### src/rtl/buffer_load_ctrl_if.sv
// Host/matrix handshake bundle for buffer_load_ctrl: load request, chunk handshake,
// sequence_buffer write controls and the core start/done pair.
interface buffer_load_ctrl_if #(
    parameter int BUFF_CNT_W = 3
);
    logic                  start;
    logic                  in_valid;
    logic                  in_ready;
    logic                  wr_en_buff;
    logic [BUFF_CNT_W-1:0] count;
    logic                  core_start;
    logic                  core_done;
    logic                  busy;

    modport master (
        output start, in_valid, core_done,
        input  in_ready, wr_en_buff, count, core_start, busy
    );

    modport slave (
        input  start, in_valid, core_done,
        output in_ready, wr_en_buff, count, core_start, busy
    );
endinterface

### src/rtl/buffer_load_ctrl.sv
// Load controller feeding sequence_buffer: steps count through every chunk register,
// pulses core_start once the buffer is full, then waits for core_done.
module buffer_load_ctrl #(
    parameter int SEQ_LENGTH    = 32,
    parameter int LETTER_WIDTH  = 2,
    parameter int INPUT_WIDTH   = 8,
    parameter int NUM_BUFF_REGS = SEQ_LENGTH * LETTER_WIDTH / INPUT_WIDTH,
    parameter int BUFF_CNT_W    = $clog2(NUM_BUFF_REGS)
) (
    input logic                clk,
    input logic                rst_n,
    buffer_load_ctrl_if.slave  bus
);

    typedef enum logic [1:0] {
        ST_IDLE = 2'd0,
        ST_LOAD = 2'd1,
        ST_DONE = 2'd2,
        ST_RUN  = 2'd3
    } state_t;

    localparam logic [BUFF_CNT_W-1:0] LAST_IDX = BUFF_CNT_W'(NUM_BUFF_REGS - 1);
    localparam logic [BUFF_CNT_W-1:0] CNT_ZERO = {BUFF_CNT_W{1'b0}};
    localparam logic [BUFF_CNT_W-1:0] CNT_ONE  = BUFF_CNT_W'(1);

    state_t                r_state;
    state_t                w_state_nxt;
    logic [BUFF_CNT_W-1:0] r_count;
    logic [BUFF_CNT_W-1:0] w_count_nxt;
    logic                  w_beat;
    logic                  w_in_ready;
    logic                  w_wr_en;
    logic                  w_core_start;
    logic                  w_busy;

    // State and write-index registers
    always_ff @(posedge clk or negedge rst_n) begin
        if (!rst_n) begin
            r_state <= ST_IDLE;
            r_count <= CNT_ZERO;
        end else begin
            r_state <= w_state_nxt;
            r_count <= w_count_nxt;
        end
    end

    // Next-state and write-index decode; count only moves on accepted beats
    always_comb begin
        w_state_nxt = r_state;
        w_count_nxt = r_count;
        case (r_state)
            ST_IDLE: begin
                w_count_nxt = CNT_ZERO;
                if (bus.start) begin
                    w_state_nxt = ST_LOAD;
                end else begin
                    w_state_nxt = ST_IDLE;
                end
            end
            ST_LOAD: begin
                if (w_beat) begin
                    if (r_count == LAST_IDX) begin
                        w_count_nxt = CNT_ZERO;
                        w_state_nxt = ST_DONE;
                    end else begin
                        w_count_nxt = r_count + CNT_ONE;
                        w_state_nxt = ST_LOAD;
                    end
                end else begin
                    w_count_nxt = r_count;
                    w_state_nxt = ST_LOAD;
                end
            end
            ST_DONE: begin
                w_state_nxt = ST_RUN;
            end
            ST_RUN: begin
                // start arriving with core_done is deliberately dropped
                if (bus.core_done) begin
                    w_state_nxt = ST_IDLE;
                end else begin
                    w_state_nxt = ST_RUN;
                end
            end
            default: begin
                w_state_nxt = ST_IDLE;
                w_count_nxt = CNT_ZERO;
            end
        endcase
    end

    // Output decode from the registered state only, so core_start cannot glitch
    always_comb begin
        w_in_ready   = 1'b0;
        w_core_start = 1'b0;
        w_busy       = 1'b0;
        w_beat       = 1'b0;
        w_wr_en      = 1'b0;
        case (r_state)
            ST_IDLE: begin
                w_busy = 1'b0;
            end
            ST_LOAD: begin
                w_in_ready = 1'b1;
                w_busy     = 1'b1;
                w_beat     = bus.in_valid;
                w_wr_en    = bus.in_valid;
            end
            ST_DONE: begin
                w_core_start = 1'b1;
                w_busy       = 1'b1;
            end
            ST_RUN: begin
                w_busy = 1'b1;
            end
            default: begin
                w_busy = 1'b0;
            end
        endcase
    end

    assign bus.in_ready   = w_in_ready;
    assign bus.wr_en_buff = w_wr_en;
    assign bus.count      = r_count;
    assign bus.core_start = w_core_start;
    assign bus.busy       = w_busy;

endmodule

### src/flat_wrapper.sv
// flat-port wrapper written by rule: the top's interface ports become plain ports
module buffer_load_ctrl_flat 
#(
    parameter int SEQ_LENGTH    = 32,
    parameter int LETTER_WIDTH  = 2,
    parameter int INPUT_WIDTH   = 8,
    parameter int NUM_BUFF_REGS = SEQ_LENGTH * LETTER_WIDTH / INPUT_WIDTH,
    parameter int BUFF_CNT_W    = $clog2(NUM_BUFF_REGS)
)
  (clk, rst_n, bus_start, bus_in_valid, bus_core_done, bus_in_ready, bus_wr_en_buff, bus_count, bus_core_start, bus_busy);
  buffer_load_ctrl_if #(.BUFF_CNT_W(BUFF_CNT_W)) bus_i ();
  input logic clk;
  input logic rst_n;
  input wire logic [$bits(bus_i.start)-1:0] bus_start;
  input wire logic [$bits(bus_i.in_valid)-1:0] bus_in_valid;
  input wire logic [$bits(bus_i.core_done)-1:0] bus_core_done;
  output wire logic [$bits(bus_i.in_ready)-1:0] bus_in_ready;
  output wire logic [$bits(bus_i.wr_en_buff)-1:0] bus_wr_en_buff;
  output wire logic [$bits(bus_i.count)-1:0] bus_count;
  output wire logic [$bits(bus_i.core_start)-1:0] bus_core_start;
  output wire logic [$bits(bus_i.busy)-1:0] bus_busy;
  assign bus_i.start = bus_start;
  assign bus_i.in_valid = bus_in_valid;
  assign bus_i.core_done = bus_core_done;
  assign bus_in_ready = bus_i.in_ready;
  assign bus_wr_en_buff = bus_i.wr_en_buff;
  assign bus_count = bus_i.count;
  assign bus_core_start = bus_i.core_start;
  assign bus_busy = bus_i.busy;
  buffer_load_ctrl #(.SEQ_LENGTH(SEQ_LENGTH), .LETTER_WIDTH(LETTER_WIDTH), .INPUT_WIDTH(INPUT_WIDTH), .NUM_BUFF_REGS(NUM_BUFF_REGS), .BUFF_CNT_W(BUFF_CNT_W)) u_core (.clk(clk), .rst_n(rst_n), .bus(bus_i));
endmodule
### config.mk
export PLATFORM = sky130hd
export DESIGN_NAME = buffer_load_ctrl_flat
export DESIGN_NICKNAME = d
export VERILOG_FILES = /design/src/rtl/buffer_load_ctrl_if.sv /design/src/rtl/buffer_load_ctrl.sv /design/src/flat_wrapper.sv
export SDC_FILE = /design/constraint.sdc
export NUM_CORES = 1
export LEC_CHECK = 0
export BUFFER_PORTS_ARGS = -buffer_cell sky130_fd_sc_hd__buf_2
export CAP_MARGIN = 10
export CORE_AREA = 5 5 42 44
export CTS_CLUSTER_SIZE = 16
export DETAILED_ROUTE_END_ITERATION = 6
export DIE_AREA = 0 0 47 49
export HOLD_SLACK_MARGIN = 0.03
export PLACE_DENSITY = 0.42
export SLEW_MARGIN = 5
export SYNTH_ARGS = -nofsm -noshare
export SYNTH_HDL_FRONTEND = slang
export SYNTH_SLANG_ARGS = --single-unit
### constraint.sdc
create_clock -name clk -period 1.9 [get_ports clk]
set_input_delay 0.095 -clock clk [delete_from_list [all_inputs] [get_ports clk]]
set_output_delay 0.095 -clock clk [all_outputs]
set_load 0.02 [all_outputs]
Word-level counts from Yosys, hierarchy flattened
Cells that the tools add are included.

word-level totals
  logic and storage cells = 24
  register bits = 5
  output and inout bits = 7
  input bits = 5

operators by class
  add/subtract/negate cells = 1
  mux-type cells = 12
  eq/ne operators = 5
  reduce and logical (&&, ||, !) cells = 4

operators by type and width
  kind                                           number
  case mux 2 bit (4 select lines)                1
  2-to-1 mux 2 bit                               3
  2-to-1 mux 3 bit                               2
  case mux 3 bit (2 select lines)                1
  == test 2 bit, second input constant           2
  2-to-1 mux 1 bit                               4
  adder 3 x 1 -> 3 bit, second input constant    1
  == test 3 bit, second input constant           1
  OR reduction 3 bit                             1
  == test 2 x 1 -> 1 bit, second input constant  1
  logical NOT 2 bit                              1
  != test 2 bit, second input constant           1
  case mux 1 bit (2 select lines)                1
  AND reduction 2 bit                            1
  nonzero test 2 bit                             1

Longest topological paths before layout
  depth in word-level cells = 4
  mapped depth = 4

Worst setup path after synthesis
No wires, ideal clock.

  kind = reg-to-reg
  start = reg u_core.r_count[0] (netlist: u_core.bus.count[0])
  end = reg u_core.r_count[0] (netlist: u_core.bus.count[0])
  data arrival time = 1.487 ns
  clock period less this slack = 1.588 ns
  slack = 0.312 ns
  stages on the path, launching flop included = 5
  required time = 1.799 ns
  path through = dfrtp_1 > ha_1 > ha_1 > or3b_1 > o311ai_2

between the ends
  cells in the longest elaborated chain, start to end = 4
  elaborated cells on any way between the ends = 5

ends and longest elaborated chain
  element                                                line                                            RTL
  start, declared                                        buffer_load_ctrl.sv:28                          logic [BUFF_CNT_W-1:0] r_count;
  start signal, assigned                                 buffer_load_ctrl.sv:43                          r_count <= w_count_nxt;
  adder 3 x 1 -> 3 bit or == test 3 bit (tied branches)  buffer_load_ctrl.sv:66, buffer_load_ctrl.sv:62
  2-to-1 mux 3 bit (*)                                   buffer_load_ctrl.sv:62                          if (r_count == LAST_IDX) begin
  2-to-1 mux 3 bit (*)                                   buffer_load_ctrl.sv:61                          if (w_beat) begin
  case mux 3 bit (2 select lines) (*)                    buffer_load_ctrl.sv:51                          case (r_state)

Every way passes the cells marked *; elsewhere a longest branch is shown, timed or not. The select of a mux whose other input is x is not followed.
A chain may end at the register's enable or synchronous reset.

Worst setup path in the final report
Same ends and word-level chain as after synthesis.

==> results.txt <==
* Count of vias placed by the detailed router: 282
- Per report_power, the combinational group accounts for 44.8% of the total.
* Final-report hold violation count: 0
- After floorplanning, the core was divided into 14 placement rows.
- Cells fill 29.7% of the core in the end.
* Worst endpoint required time: 2.05 ns
* Setup TNS after final layout: 0 ns
* Crit path kind: flip-flop to flip-flop
- The Yosys step of the flow raised 0 warnings.
- The clock arrives with 0.00651 ns of skew.
- Final #Nets: 52
- After synthesis the cells add up to 314 um2.
* Final Slew Violations: 0
- From left edge to right edge, the die measures 47 um.
- GRT Max-Usage Layer: met1
- Total nets after synthesis: 37
* CP Capture Type: flip-flop
* Largest fanout of any net on the critical path: 5
- Count of different cell masters after synthesis: 20
- Avg Synthesized Cell Area: 10.5 um2
- Internal Pwr Total: 365 uW
* Die Span Y: 49 um
* Maximum number of pins on one net before global-route repair: 14
- The initial utilization of the core area, before any placement, comes to 22.4%.
* Number of antenna violations at the first check in global routing: 0
* First-pass detailed-route iteration total: 2
- Count of unresolved DRC violations after routing: 0
- Clk buf depth: 2
* Dominant synthesized flop cell: dfrtp_1
- Fill cell count: 159
* Worst ir drop on vdd: 389 uV
* CTS tree: done
- First-pass GRT wire length: 1210 um
- Yosys attributes the largest share of cell area to dfrtp_1 (40%), ha_1 (8.0%), nand4b_1 (5.6%).
- Input and output buffers added on the ports amount to 11.
* Commonest non-fill, non-tap cell in the layout: buf_2
* Relative contribution of sequential cells to total power: 35.1%
- Clock buffer count from CTS: 3
* Count of placed standard cells including taps: 55
- For this run, global-route usage on met3 was measured as 7.01%.
* Number of DRC markers in iteration 0: 8
- Clk_lat worst skew: 0.25 ns
- Hold buffer count at CTS: 1
- The cell that appears most often on the critical path is ha_1.
- Number of vias per cell: 4.70
- Cell Pwr Density: 1530 mW/mm2
- At the pin with the least slew margin, the transition time is 0.351 ns.
* Routed wire per std cell: 11.9 um
- The detail route stage leaves a number of antenna-violating nets equal to 0.
- Dividing the final minimum period by the clock period gives 82.6%.
- Fraction of registers with async set/reset: 100%
- WL final: 715 um
- Layout overhead on the synthesized area: 32.7%
- The die covers 0.00230 mm2.
- Global routing used 7.92% of the available tracks.
- Power Total: 639 uW
- Root Driver: clkbuf_4
- Leakage power of the design: 0.201 nW
- Post-place instance area: 380 um2
- Placement-stage worst setup slack: 0.347 ns
- In the global route stage, met1 resource usage came out at 10.4%.
- In this run the power spent charging and discharging nets is 274 uW.
- Buffers added to address setup during post-CTS repair amount to 0.
- The number of global-route vias before repair came to 257.
- After floorplanning, the core was sized to cover 0.00140 mm2.
- After clock tree synthesis, the clock-pin slew on the worst setup and hold paths is 0.05 ns.
* Fin crit period: 1.57 ns
- The clock network is responsible for 20.0% of the overall power.
- Bufs and invs on worst path: 0
- Setup repair after global routing left no endpoint under its margin.
- Critical-path cell with the highest stage delay: dfrtp_1
* Status: finished clean
- Type of origin of the critical path: flip-flop
- Of all cell types, the one taking the most synthesized area is dfrtp_1.
- Max Cap Violations: 0
- Endpoints failing setup: 0
- Highest attainable clock frequency: 637 MHz
* Top library cells by usage in the layout, fill and taps aside: buf_2 (11), dfrtp_1 (5), clkbuf_4 (3)
- Yosys mapped a number of flops with a built-in enable equal to 0.
- In this run the number of H-tree levels came out at 1.
* Net Sw Frac: 42.8%
- Smallest setup slack after layout: 0.330 ns
- Fin Hold WS: 0.107 ns
* Synth Instances: 30
* Crit path max-delay family: adder cells
- Clk sink count: 5
- The finished cells cover 417 um2.
- In the final layout, the multi-input gates occupy 176 um2.
* Seq. cell area: 125 um2
* Number of primary I/O pins: 12
- Half-perimeter wire length after detailed placement: 511 um
- Number of synthesized register bits: 5
- At the worst endpoint, the arrival time is 1.72 ns.
- Routability-driven placement finished with a final weighted congestion of 0.686.
- Met2 track utilization from global routing: 8.37%
- Normalized max-slew margin: 76.6%
- The signal on the critical path passes through ha_1 -> ha_1 -> or3b_1 -> o311ai_2.
* Share of final-layout standard cells stronger than drive strength 1: 38.6%
- After clock tree synthesis, the repair step resized 0 gates.
* Number of antenna cells inserted: 0
- Fraction of post-synthesis cell area in the top cell type by area: 39.8%
* Finished Layout Cells: 60
- The largest single stage delay on the critical path is 0.42 ns.
* Hold WC Path Type: primary input to flip-flop
- Sequential elements use 39.8% of the synthesized area.
- Final global-route overflow total: 0
## flip-flops by register name, summed over array words and instances (netlist names)
name              flops
u_core.bus.count      3
u_core.r_state        2
## Yosys cell counts, drive strengths merged, types with 2 or more instances
master  number
nand3b       2
nand4b       2
nand3        2
nor2b        2
nand2        2
ha           2
dfrtp        5
## cells by family (layout without fill, tap and decap cells)
kind of cell    after synthesis  count (layout)  synth area share, %
buf+inv                       3              17                 3.98
compound gates                4               4                 13.5
flops                         5               5                 39.8
fa+ha+maj                     2               2                 7.97
simple gates                 16              16                 34.7
## power groups by stage
stage          clock network [mW]  logic, mW  registers [mW]
3_3_place_gp                    0      0.290           0.225
4_1_cts                     0.134      0.293           0.225
5_1_grt                     0.144      0.319           0.237
6_report                    0.128      0.287           0.225
3_5_place_dp                    0      0.290           0.227
2_1_floorplan                   0      0.205           0.222
## per-layer routing
metal | part of all wire (%) | vias up
li1 | - | 140
met1 | 46 | 130
met2 | 40 | 10
met3 | 12 | 2
met4 | 1.3 | 0
met5 | 0 | -
## cell type report
type | count | share of cell area [%]
Timing Repair Buffer | 12 | 15.6
Inverter | 1 | 0.901
Clock buffer | 4 | 6.31
Sequential cell | 5 | 30.0
Tap cell | 16 | 4.80
Multi-Input combinational cell | 22 | 42.3
## final timing paths
kind                                     startpoint             endpoint  slack [ns]  cells past startpoint
worst max-delay path            u_core.bus.count[0]  u_core.bus.count[0]        0.33                      4
worst min-delay path                      bus_start    u_core.r_state[0]        0.11                      2
worst max register to register  u_core.bus.count[0]  u_core.bus.count[0]        0.33                      4
worst min register to register  u_core.bus.count[2]  u_core.bus.count[2]        0.56                      2
max in group asynchronous                     rst_n    u_core.r_state[0]        1.56                      2
min in group asynchronous                     rst_n  u_core.bus.count[0]        0.20                      2
## worst reg2reg max path, delay by kind of cell (launching register included)
family | cells | cell delay, ns
AO/OA/AOI/OAI | 1 | 0.21
adder cells (fa/ha/maj) | 2 | 0.45
flip-flops | 1 | 0.42
AND/OR/NAND/NOR | 1 | 0.40
Power figures use the tool's default switching activity.
